$ cat src/rtl/result_bcd_display.sv
// ============================================================================
// Module   : result_bcd_display
// Purpose  : Sequential binary-to-BCD converter for the calculator result.
//            Converts a signed two's-complement Result into a sign bit,
//            DIGITS BCD digits and a leading-zero blank mask using one
//            shift-add-3 (double-dabble) step per clock. A new conversion
//            starts automatically whenever Result/Overflow differ from the
//            last accepted snapshot.
// Ports    : clk_i      - system clock (rising edge)
//            rst_i      - asynchronous active-high reset
//            result_i   - W-bit signed result from the calculator core
//            overflow_i - calculator overflow flag
//            sign_o     - 1 = displayed value is negative
//            bcd_o      - DIGITS BCD digits, digit 0 (units) in bits [3:0]
//            blank_o    - bit i = 1 blanks leading-zero digit i
//            err_o      - overflow flag belonging to the displayed value
//            busy_o     - conversion in progress
//            done_o     - one-cycle pulse when new outputs are presented
// Revision : 1.0 - initial release
// ============================================================================
`default_nettype none

module result_bcd_display #(
  parameter int W      = 22,
  parameter int DIGITS = 7,
  parameter int CW     = $clog2(W + 1)
) (
  input  logic                  clk_i,
  input  logic                  rst_i,
  input  logic [W-1:0]          result_i,
  input  logic                  overflow_i,
  output logic                  sign_o,
  output logic [4*DIGITS-1:0]   bcd_o,
  output logic [DIGITS-1:0]     blank_o,
  output logic                  err_o,
  output logic                  busy_o,
  output logic                  done_o
);

  localparam int BW = 4 * DIGITS;
  localparam logic [DIGITS-1:0] BLANK_RST = {{(DIGITS-1){1'b1}}, 1'b0};

  typedef enum logic [1:0] {
    S_IDLE = 2'd0,
    S_CONV = 2'd1,
    S_DONE = 2'd2
  } state_t;

  state_t              state_q, state_d;
  logic [CW-1:0]       cnt_q, cnt_d;
  logic                valid_q, valid_d;
  logic [W-1:0]        snap_r_q, snap_r_d;
  logic                snap_o_q, snap_o_d;
  logic                sign_cap_q, sign_cap_d;
  logic [W-1:0]        shift_q, shift_d;
  logic [BW-1:0]       work_q, work_d;
  logic                sign_q, sign_d;
  logic [BW-1:0]       bcd_q, bcd_d;
  logic [DIGITS-1:0]   blank_q, blank_d;
  logic                err_q, err_d;
  logic                busy_q, busy_d;
  logic                done_q, done_d;

  logic [BW-1:0]       work_adj;
  logic [DIGITS-1:0]   lead_zero;
  logic [W-1:0]        magnitude;
  logic                start;

  // Unsigned magnitude: the most negative value maps onto 2^(W-1), which is
  // still representable as an unsigned W-bit number.
  assign magnitude = result_i[W-1] ? (~result_i + W'(1)) : result_i;

  assign start = !valid_q || (result_i != snap_r_q) || (overflow_i != snap_o_q);

  // Add-3 correction applied to every working digit before each shift.
  genvar gi;
  generate
    for (gi = 0; gi < DIGITS; gi++) begin : g_adj
      assign work_adj[4*gi +: 4] = (work_q[4*gi +: 4] >= 4'd5) ?
                                   (work_q[4*gi +: 4] + 4'd3) : work_q[4*gi +: 4];
    end
  endgenerate

  // Digit i is a leading zero when it and every more-significant digit are 0.
  // The units digit is always shown.
  assign lead_zero[0] = 1'b0;
  generate
    for (gi = 1; gi < DIGITS; gi++) begin : g_blank
      assign lead_zero[gi] = ~|work_q[BW-1:4*gi];
    end
  endgenerate

  always_ff @(posedge clk_i or posedge rst_i) begin
    if (rst_i) begin
      state_q    <= S_IDLE;
      cnt_q      <= '0;
      valid_q    <= 1'b0;
      snap_r_q   <= '0;
      snap_o_q   <= 1'b0;
      sign_cap_q <= 1'b0;
      shift_q    <= '0;
      work_q     <= '0;
      sign_q     <= 1'b0;
      bcd_q      <= '0;
      blank_q    <= BLANK_RST;
      err_q      <= 1'b0;
      busy_q     <= 1'b0;
      done_q     <= 1'b0;
    end else begin
      state_q    <= state_d;
      cnt_q      <= cnt_d;
      valid_q    <= valid_d;
      snap_r_q   <= snap_r_d;
      snap_o_q   <= snap_o_d;
      sign_cap_q <= sign_cap_d;
      shift_q    <= shift_d;
      work_q     <= work_d;
      sign_q     <= sign_d;
      bcd_q      <= bcd_d;
      blank_q    <= blank_d;
      err_q      <= err_d;
      busy_q     <= busy_d;
      done_q     <= done_d;
    end
  end

  always_comb begin
    state_d    = state_q;
    cnt_d      = cnt_q;
    valid_d    = valid_q;
    snap_r_d   = snap_r_q;
    snap_o_d   = snap_o_q;
    sign_cap_d = sign_cap_q;
    shift_d    = shift_q;
    work_d     = work_q;
    sign_d     = sign_q;
    bcd_d      = bcd_q;
    blank_d    = blank_q;
    err_d      = err_q;
    busy_d     = busy_q;
    done_d     = 1'b0;

    case (state_q)
      S_IDLE: begin
        if (start) begin
          snap_r_d   = result_i;
          snap_o_d   = overflow_i;
          valid_d    = 1'b1;
          sign_cap_d = result_i[W-1];
          shift_d    = magnitude;
          work_d     = '0;
          cnt_d      = CW'(W);
          busy_d     = 1'b1;
          state_d    = S_CONV;
        end
      end
      S_CONV: begin
        // {digits, magnitude} shifted left by one after the add-3 step.
        work_d  = {work_adj[BW-2:0], shift_q[W-1]};
        shift_d = {shift_q[W-2:0], 1'b0};
        cnt_d   = cnt_q - CW'(1);
        if (cnt_q == CW'(1)) begin
          state_d = S_DONE;
        end
      end
      S_DONE: begin
        if (snap_o_q) begin
          bcd_d   = '1;
          sign_d  = 1'b0;
          blank_d = '1;
        end else begin
          bcd_d   = work_q;
          sign_d  = sign_cap_q;
          blank_d = lead_zero;
        end
        err_d   = snap_o_q;
        done_d  = 1'b1;
        busy_d  = 1'b0;
        state_d = S_IDLE;
      end
      default: begin
        state_d = S_IDLE;
      end
    endcase
  end

  assign sign_o  = sign_q;
  assign bcd_o   = bcd_q;
  assign blank_o = blank_q;
  assign err_o   = err_q;
  assign busy_o  = busy_q;
  assign done_o  = done_q;

endmodule

`default_nettype wire

$ cat config.mk
export PLATFORM = sky130hd
export DESIGN_NAME = result_bcd_display
export DESIGN_NICKNAME = d
export VERILOG_FILES = /design/src/rtl/result_bcd_display.sv
export SDC_FILE = /design/constraint.sdc
export NUM_CORES = 1
export LEC_CHECK = 0
export CAP_MARGIN = 20
export CELL_PAD_IN_SITES_DETAIL_PLACEMENT = 0
export CELL_PAD_IN_SITES_GLOBAL_PLACEMENT = 1
export CORE_AREA = 3 3 120 122
export CTS_BUF_LIST = sky130_fd_sc_hd__clkbuf_8 sky130_fd_sc_hd__clkbuf_16
export CTS_CLUSTER_SIZE = 30
export DETAILED_ROUTE_END_ITERATION = 16
export DIE_AREA = 0 0 123 125
export PLACE_DENSITY_LB_ADDON = 0.2
export SYNTH_ARGS = -nofsm -noshare
export SYNTH_HDL_FRONTEND = slang
export SYNTH_SLANG_ARGS = --single-unit
$ cat constraint.sdc
create_clock -name clk_i -period 6.6 [get_ports clk_i]
set_clock_uncertainty 0.15 [all_clocks]
set_input_delay 1.32 -clock clk_i [delete_from_list [all_inputs] [get_ports clk_i]]
set_output_delay 1.32 -clock clk_i [all_outputs]
set_load 0.02 [all_outputs]
==> reports/results.ini, run 1 <==
[critical_path]
critPathTopFamily=buffers and inverters
required_ps=6740
timing.rr.start=state_q[0]
crit_fanout=40
cp_slowest_stage_delay_ps=870
start_kind=input pin
worst_path_max_delay_cell=clkdlybuf4s50_1
r2r_slack_ps=3910
endpoint_kind=flip-flop
critPathKind=in -> reg
crit_chain=clkdlybuf4s50_1 -> xnor2_1 -> nand4_1 -> nor4_4 -> a21boi_4 -> buf_4 -> mux2_4
critPathBufInv=2
r2r_cells=4
arrival_ps=4110
regToRegEndpoint=snap_r_q[21]

[place]
portBuffers=63
place_hpwl_mm=9.54
placed_area_mm2=0.00711
gp_congestion=0.894

[hold_path]
hold_end=blank_o[4]
worst_hold_path_type=reg -> reg
min_from=blank_o[4]
hold_depth=2

[global_routing]
grt_overflow=0
grt_use_total=0.193
grt_antenna_before_repair=0
grt_max_degree=72
grt_pass1_wl_mm=23.5
grt_pass1_vias=4691

[logic_synthesis]
synthSimpleGateAreaFrac=0.151
synthAdderAreaFrac=0.0429
synthesis.area_mm2=0.00641
netlist_instances=647
yosysUniqueCellTypes=52
ys_seq_area_frac=0.465
synth_compound_area_frac=0.159
synth.net_count=694
yosys_warnings=0
synth_mux_area_frac=0.0634
synth_area_leaders=dfrtp_1 (44%), o21ai_0 (5.2%), xnor2_1 (4.9%), nand2_1 (4.9%), ha_1 (4.3%)
synth_edf_count=0
synth_top_family_by_area=compound AO/OA/AOI/OAI gates
avgSynthCellArea_um2=9.91
synthArstFlopShare=1.00
synth_ff_type=dfrtp_1
yosys.area.top_type=dfrtp_1
synth_top_area_frac=0.441
synthXorXnorAreaFrac=0.0704
ys_ff_latch=119

[layout]
final_area_mm2=0.00774
seqCellArea_mm2=0.00299
antennaDiodeCount=0
multi_input_area_mm2=0.00313
drive_gt1_frac=0.120
fill_cells=1175
area_growth_pct=20.7
nNetsFinal=740

[power_and_ir_drop]
power_density_mw_per_mm2=306
ir_worst_vdd_mv=0.203
p_leak_uw=0.00333

[floorplanning]
die_h_um=125
num_rows=42
ios=64
core_area_mm2=0.0133
fp.dieW_um=123
dieArea_mm2=0.0154
initial_core_util=0.482

[sta]
finalSetupViolations=0
rsz0062_at_grt=false
relSlewSlack=0.437
finalCriticalPeriod_ps=3970
finalCritPeriodShare=0.602
final_max_slew_viol_count=0
totalNegativeSetupSlack_ps=0
hold_viol_final=0
tightest_slew_ps=844
timing.fmax_mhz=252

[clock_tree]
clockRootBuffer=clkbuf_16
insertion_delay_ps=410
holdBufCountCts=0
clk_path_buf_depth=2
numCtsBuffers=17
path_clk_slew_ps=50
cts_setup_buffers=0
cts_resized=0
cts_tree=yes
h-tree-depth=4
clock-sinks=119

[routing]
drtAntennaViolNets=0
route.detailed.drc=0
vias=4764
post_drt_wl_per_cell_um=15.7
viasPerCell=5.40
routed_wl_mm=13.9
drtIter0Drc=308
detail_route.first_pass.iterations=4

[job]
maxCapViolCount=0

[status]
status=finished clean

cells by family after synthesis:
logic type / Yosys count
and+or+nand+nor: 201
AOI/OAI and AO/OA: 159
DFF: 119
buffers and inverters: 66
xor gates and xnor gates: 49
muxes: 31
adders and majority gates: 22
worst max path at each step:
| stage | start | end | slack [ps] | cells after the start |
|---|---|---|---|---|
| finish | result_i[21] | snap_r_q[21] | 2630 | 7 |
| detailed placement | result_i[21] | snap_r_q[9] | 2240 | 7 |
| global route | result_i[21] | snap_r_q[21] | 2460 | 7 |
| global placement | result_i[21] | snap_r_q[21] | 2300 | 7 |
| CTS | result_i[21] | snap_r_q[21] | 2670 | 7 |
| floorplan | rst_i | bcd_o[0] | 1980 | 1 |
cells in the final DEF (no fill, tap or decap), drive strengths merged, types with 7 or more instances in the layout:
master and instances:
dfrtp 113, nand2 83, o21ai 68, clkdlybuf4s50 63, nor2 49, xnor2 39, a21oi 29, inv 25
o22ai 24, mux2 23, ha 22, clkbuf 21, nand3 12, nand4 11, xor2 10, nand2b 9
mux2i 8, a211oi 8, nor3 7, o31ai 7, buf 7, nor4 7
metal layers:
layer / track usage / vias to the layer above / part of all wire
met5: 0 / - / 0
met4: 0.0814 / 0 / 0.020
met3: 0.0375 / 20 / 0.037
met2: 0.306 / 92 / 0.47
met1: 0.257 / 2295 / 0.47
li1: - / 2357 / -
worst min-delay path, stage by stage (launching register included):
cell and delay (ps):
dfstp_2 370, nand2_1 50, nand2_1 50
area by class of cell:
class,count,share of cell area
Multi-Input combinational cell,462,0.404
Sequential cell,119,0.386
Timing Repair Buffer,70,0.0883
Clock buffer,21,0.0621
Tap cell,176,0.0285
Clock inverter,11,0.0197
Inverter,23,0.0115
state kept, by name, summed over array words and instances, names as in the netlist:
signal / count
work_q: 28
done_o: 1
blank_o: 7
valid_q: 1
snap_o_q: 1
state_q: 2
shift_q: 22
sign_o: 1
busy_o: 1
snap_r_q: 22
bcd_o: 28
cnt_q: 5
cells in the mapped netlist (2+ instances only):
cell type / number
nor4_1: 4
a211oi_1: 8
clkbuf_1: 22
nor3b_1: 6
ha_1: 22
nor4b_1: 2
nand3_1: 12
xnor2_1: 36
nor2b_1: 3
nor2_1: 49
o22ai_1: 14
o32ai_1: 2
buf_1: 3
mux2_1: 5
o22ai_2: 10
nand2_1: 83
xor2_1: 10
nor4_4: 2
nand2b_1: 9
o221a_2: 2
inv_1: 23
o21ai_0: 67
a21oi_1: 29
dfrtp_1: 113
mux2_4: 18
and2_1: 6
dfstp_2: 6
nand3b_1: 2
nor3_1: 7
o32a_1: 5
nand4_1: 10
buf_6: 6
xnor2_2: 3
o41ai_1: 5
or4_1: 2
buf_4: 2
o31ai_1: 7
a31oi_1: 2
mux2i_1: 8
buf_2: 10
through the flow:
step | total power, uW | worst slack, ps | hold slack (ps) | instances | utilization
finish | 2370 | 2630 | 313 | 882 | 0.582
global route | 2500 | 2460 | 336 | 882 | 0.582
CTS | 2400 | 2670 | 318 | 882 | 0.582
detailed placement | 1410 | 2240 | 311 | 850 | 0.535
global placement | 1400 | 2300 | 297 | 850 | 0.535
floorplan | 1230 | 1980 | 309 | 647 | -
report_power, final:
group	internal (uW)	switching [uW]	total, uW
logic	234	257	490
clock network	665	311	976
registers	827	76.2	904
Note: power is estimated with default switching activity, not from simulation.
==> inputs of run 2 (changes only) <==
- CORE_AREA: 3 3 120 122 -> 3 3 124 126
- DIE_AREA: 0 0 123 125 -> 0 0 127 129
- clock period: 6.6 -> 3.69 ns (I/O delays scaled with it)
==> run 2 against run 1 <==
- combinational power is 79% higher
- register-to-register slack worse by 3100 ps
- hold slack worse by 10 ps
- sequential share of layout area is 0.70 points lower
- global-route usage is 0.59 points lower
- total power is 83% higher
==> reports/results.ini, run 2 (synthesized netlist as in run 1, its figures left out) <==
[status]
status=finished clean  ; unchanged

[layout]
final_common_cell=dfrtp_1  ; unchanged
area_growth_pct=22.9  ; was 20.7%
final_cell_mix=dfrtp_1 (113), nand2_1 (83), o21ai_0 (67)  ; unchanged
nNetsFinal=746  ; was 740
fin_util=0.547  ; was 0.582
antennaDiodeCount=0  ; unchanged
drive_gt1_frac=0.131  ; was 0.120

[sta]
finalCritPeriodShare=0.796
rsz0062_at_grt=false  ; unchanged
final_max_slew_viol_count=0  ; unchanged
totalNegativeSetupSlack_ps=0  ; unchanged
timing.fmax_mhz=341
finalSetupViolations=0  ; unchanged
hold_viol_final=0  ; unchanged
tightest_slew_ps=744  ; was 844 ps
finalCriticalPeriod_ps=2940
relSlewSlack=0.500  ; was 0.437
hold_ws_ps=303  ; was 313 ps

[place]
gp_congestion=0.916  ; was 0.894
place_hpwl_mm=9.80  ; was 9.54 mm
portBuffers=63  ; unchanged

[critical_path]
r2r_cells=7  ; was 4
required_ps=3840  ; was 6740 ps
cp-endpoint=snap_r_q[17]  ; was snap_r_q[21]
critPathKind=in -> reg  ; unchanged
crit_fanout=17  ; was 40
cp-startpoint=result_i[4]  ; was result_i[21]
endpoint_kind=flip-flop  ; unchanged
r2r_slack_ps=830  ; was 3910 ps
arrival_ps=3080  ; was 4110 ps
regToRegEndpoint=blank_o[1]  ; was snap_r_q[21]
timing.rr.start=work_q[24]  ; was state_q[0]
start_kind=input pin  ; unchanged

[power_and_ir_drop]
power_density_mw_per_mm2=550  ; was 306 mW/mm^2
ir_worst_vdd_mv=0.273  ; was 0.203 mV
p_leak_uw=0.00337  ; was 0.00333 uW

[global_routing]
grt_antenna_before_repair=0  ; unchanged
grt_pass1_wl_mm=24.2  ; was 23.5 mm
grt_max_degree=120  ; was 72
grt_overflow=0  ; unchanged
grt_use_total=0.187  ; was 0.193
grt_pass1_vias=4791  ; was 4691

[clock_tree]
insertion_delay_ps=420  ; was 410 ps
path_clk_slew_ps=60  ; was 50 ps
clockRootBuffer=clkbuf_16  ; unchanged
holdBufCountCts=0  ; unchanged
clock-sinks=119  ; unchanged
cts_tree=yes  ; unchanged
cts_resized=0  ; unchanged
cts_setup_buffers=0  ; unchanged
numCtsBuffers=17  ; unchanged
clk_path_buf_depth=2  ; unchanged
h-tree-depth=4  ; unchanged

[floorplanning]
dieArea_mm2=0.0164  ; was 0.0154 mm^2
initial_core_util=0.445  ; was 0.482
die_h_um=129  ; was 125 um
fp.dieW_um=127  ; was 123 um
num_rows=44  ; was 42
core_area_mm2=0.0144  ; was 0.0133 mm^2
ios=64  ; unchanged

[hold_path]
worst_hold_path_type=reg -> reg  ; unchanged

[routing]
route.detailed.drc=0  ; unchanged
detail_route.first_pass.iterations=4  ; unchanged
viasPerCell=5.37  ; was 5.40
post_drt_wl_per_cell_um=16.1  ; was 15.7 um
drtIter0Drc=265  ; was 308
routed_wl_mm=14.4  ; was 13.9 mm
drtAntennaViolNets=0  ; unchanged
vias=4808  ; was 4764

[job]
maxCapViolCount=0  ; unchanged

run 2: cell count changes in the layout (fill, tap and decap cells not counted), sizes merged:
cell,previous run,this run
clkbuf,21,20
inv,25,23
bufinv,4,5
buf,7,13
clkinv,5,3
clkinvlp,0,4
run 2: metal layers:
| layer | GRT usage | share of wire | routed length [um] |
|---|---|---|---|
| met2 | 0.302 | 0.47 | 6780 |
| met1 | 0.242 | 0.48 | 6900 |
| met4 | 0.0801 | 0.015 | 212 |
| met5 | 0 | 0 | 0 |
| met3 | 0.0428 | 0.036 | 524 |
run 2: area by class of cell:
cell class	instances	area, um^2
fillers	1293	6540
clock buffers	20	467
inverters	23	90.1
well taps	184	230
flip-flops and latches	119	2990
clock inverters	12	196
repair buffers	76	786
multi-input cells	462	3130
run 2: stage by stage:
step	worst slack [ps]	instance area, um^2	std cells	total power (uW)
CTS	735	7860	895	4390
finish	754	7880	896	4340
detailed placement	311	7190	863	2520
floorplan	1260	6420	647	2190
global placement	374	7190	863	2490
global route	550	7880	896	4560
run 2: worst min-delay path by stage:
stage	startpoint	endpoint	slack [ps]	depth (start not counted)
finish	blank_o[4]	blank_o[4]	300	2
global route	blank_o[4]	blank_o[4]	330	2
CTS	blank_o[4]	blank_o[4]	310	2
detailed placement	blank_o[4]	blank_o[4]	300	2
global placement	blank_o[4]	blank_o[4]	300	2
floorplan	shift_q[20]	shift_q[21]	310	2
run 2: where the power goes:
group	internal [uW]	switching [uW]	total (uW)
logic	422	453	875
registers	1480	139	1620
clock network	1250	596	1850
run 2: worst max-delay path, stage by stage:
cell and delay, ps:
clkdlybuf4s50_1 600, xnor2_2 220, nand4_1 150, nor4_4 80, a21boi_4 590, buf_4 370, mux2_4 330
==> inputs of run 3 (changes only) <==
- clock period: 3.69 -> 2.9 ns (I/O delays scaled with it)
==> run 3 against run 2 <==
- utilization up 0.96 points
- non-clock buffer count up 30
- critical path depth up 1
- hold slack about the same
- first-iteration DRC count up 6.0%
- setup slack worse by 460 ps
- sequential share of layout area down 0.66 points
- total power up 19%
- critical endpoint is now blank_o[1]
- largest cell class unchanged
==> reports/results.ini, run 3 (synthesized netlist as in run 1, its figures left out) <==
[clock_tree]
clockRootBuffer=clkbuf_16  ; unchanged
clk_path_buf_depth=2  ; unchanged
path_clk_slew_ps=50  ; was 60 ps
insertion_delay_ps=410  ; was 420 ps
cts_tree=yes  ; unchanged
numCtsBuffers=17  ; unchanged
h-tree-depth=4  ; unchanged
clock-sinks=119  ; unchanged

[hold_path]
min_from=blank_o[4]  ; unchanged
worst_hold_path_type=reg -> reg  ; unchanged

[routing]
post_drt_wl_per_cell_um=15.4  ; was 16.1 um
routed_wl_mm=14.3  ; was 14.4 mm
vias=4940  ; was 4808
route.detailed.drc=0  ; unchanged
drtIter0Drc=281  ; was 265
viasPerCell=5.33  ; was 5.37
drtAntennaViolNets=0  ; unchanged
detail_route.first_pass.iterations=4  ; unchanged

[critical_path]
timing.rr.start=work_q[24]  ; unchanged
crit_fanout=4  ; was 17
endpoint_kind=flip-flop  ; unchanged
start_kind=flip-flop  ; was input pin
cp-startpoint=work_q[24]  ; was result_i[4]
arrival_ps=2760  ; was 3080 ps
critPathKind=reg -> reg  ; was in -> reg
required_ps=3050  ; was 3840 ps

[layout]
fill_cells=1265  ; was 1293
multi_input_area_mm2=0.00314  ; was 0.00313 mm^2
area_growth_pct=25.1  ; was 22.9%
drive_gt1_frac=0.156  ; was 0.131
final_common_cell=dfrtp_1  ; unchanged
final_cell_mix=dfrtp_1 (113), nand2_1 (83), o21ai_0 (67)  ; unchanged
antennaDiodeCount=0  ; unchanged
nNetsFinal=776  ; was 746
seqCellArea_mm2=0.00299  ; unchanged

[sta]
tightest_slew_ps=677  ; was 744 ps
final_max_slew_viol_count=0  ; unchanged
relSlewSlack=0.549  ; was 0.500
finalCritPeriodShare=0.897
finalCriticalPeriod_ps=2600
totalNegativeSetupSlack_ps=0  ; unchanged
timing.fmax_mhz=384
finalSetupViolations=0  ; unchanged
rsz0062_at_grt=false  ; unchanged
hold_viol_final=0  ; unchanged
postLayoutSetupSlackWorst_ps=298  ; was 754 ps

[power_and_ir_drop]
ir_worst_vdd_mv=0.372  ; was 0.273 mV
power_density_mw_per_mm2=641  ; was 550 mW/mm^2
p_leak_uw=0.00351  ; was 0.00337 uW

[floorplanning]
dieArea_mm2=0.0164  ; unchanged
ios=64  ; unchanged
fp.dieW_um=127  ; unchanged
core_area_mm2=0.0144  ; unchanged
die_h_um=129  ; unchanged
initial_core_util=0.445  ; unchanged
num_rows=44  ; unchanged

[global_routing]
grt_use_total=0.183  ; was 0.187
grt_pass1_wl_mm=24.0  ; was 24.2 mm
grt_overflow=0  ; unchanged
grt_pass1_vias=4648  ; was 4791
grt_max_degree=120  ; unchanged
grt_antenna_before_repair=0  ; unchanged

[place]
place_hpwl_mm=10.0  ; was 9.80 mm
gp_congestion=0.843  ; was 0.916
portBuffers=63  ; unchanged
pre_cts_slack_ps=35.1  ; was 311 ps

[status]
status=finished clean  ; unchanged

[job]
maxCapViolCount=0  ; unchanged

run 3: metal layers:
metal  vias up  track usage  wire, um
li1       2429            -         -
met2       108        0.276      6610
met1      2385        0.260      6940
met4         0       0.0688       216
met3        18       0.0403       485
met5         -            0         0
run 3: critical path: stages, from the launching register on:
cell and delay [ps]:
dfrtp_1 410, inv_1 140, ha_1 220, nor3b_1 340, nand3_1 220, nor4b_2 340, buf_4 180, a31oi_1 140
o41ai_1 360
run 3: power breakdown:
part | internal (uW) | leakage [uW] | switching [uW] | total (uW)
clock | 1240 | 0.000299 | 708 | 1950
sequential | 1880 | 0.00144 | 173 | 2060
combinational | 555 | 0.00177 | 584 | 1140
total | 3680 | 0.00351 | 1470 | 5140
run 3: layout make-up:
type                    count  area share
multi-input cells         462       0.391
flip-flops and latches    119       0.372
repair buffers            106       0.128
clock buffers              21      0.0599
well taps                 184      0.0287
inverters                  23      0.0112
clock inverters            11     0.00905
run 3: through the flow:
stage / power [uW] / utilization / hold slack [ps] / cells / instance area, um^2
2_1_floorplan: 2790 / - / 309 / 647 / 6420
3_3_place_gp: 3200 / 0.517 / 295 / 894 / 7460
3_5_place_dp: 3220 / 0.517 / 299 / 894 / 7460
4_1_cts: 5200 / 0.556 / 306 / 926 / 8020
5_1_grt: 5400 / 0.556 / 328 / 926 / 8020
6_report: 5140 / 0.556 / 303 / 926 / 8020
run 3: worst paths after layout:
| check | endpoint | slack, ps | depth (start not counted) |
|---|---|---|---|
| max | blank_o[1] | 300 | 8 |
| max reg2reg | blank_o[1] | 300 | 8 |
| min | blank_o[4] | 300 | 2 |
| min in group asynchronous | snap_r_q[17] | 520 | 3 |
| max in group asynchronous | bcd_o[12] | 1540 | 3 |
| min reg2reg | blank_o[4] | 300 | 2 |
run 3: what timing repair did:
item,in CTS,in global routing
endpoints found under the setup margin,0,1
buffers inserted,0,0
resized for setup,0,1
hold buffers,0,0
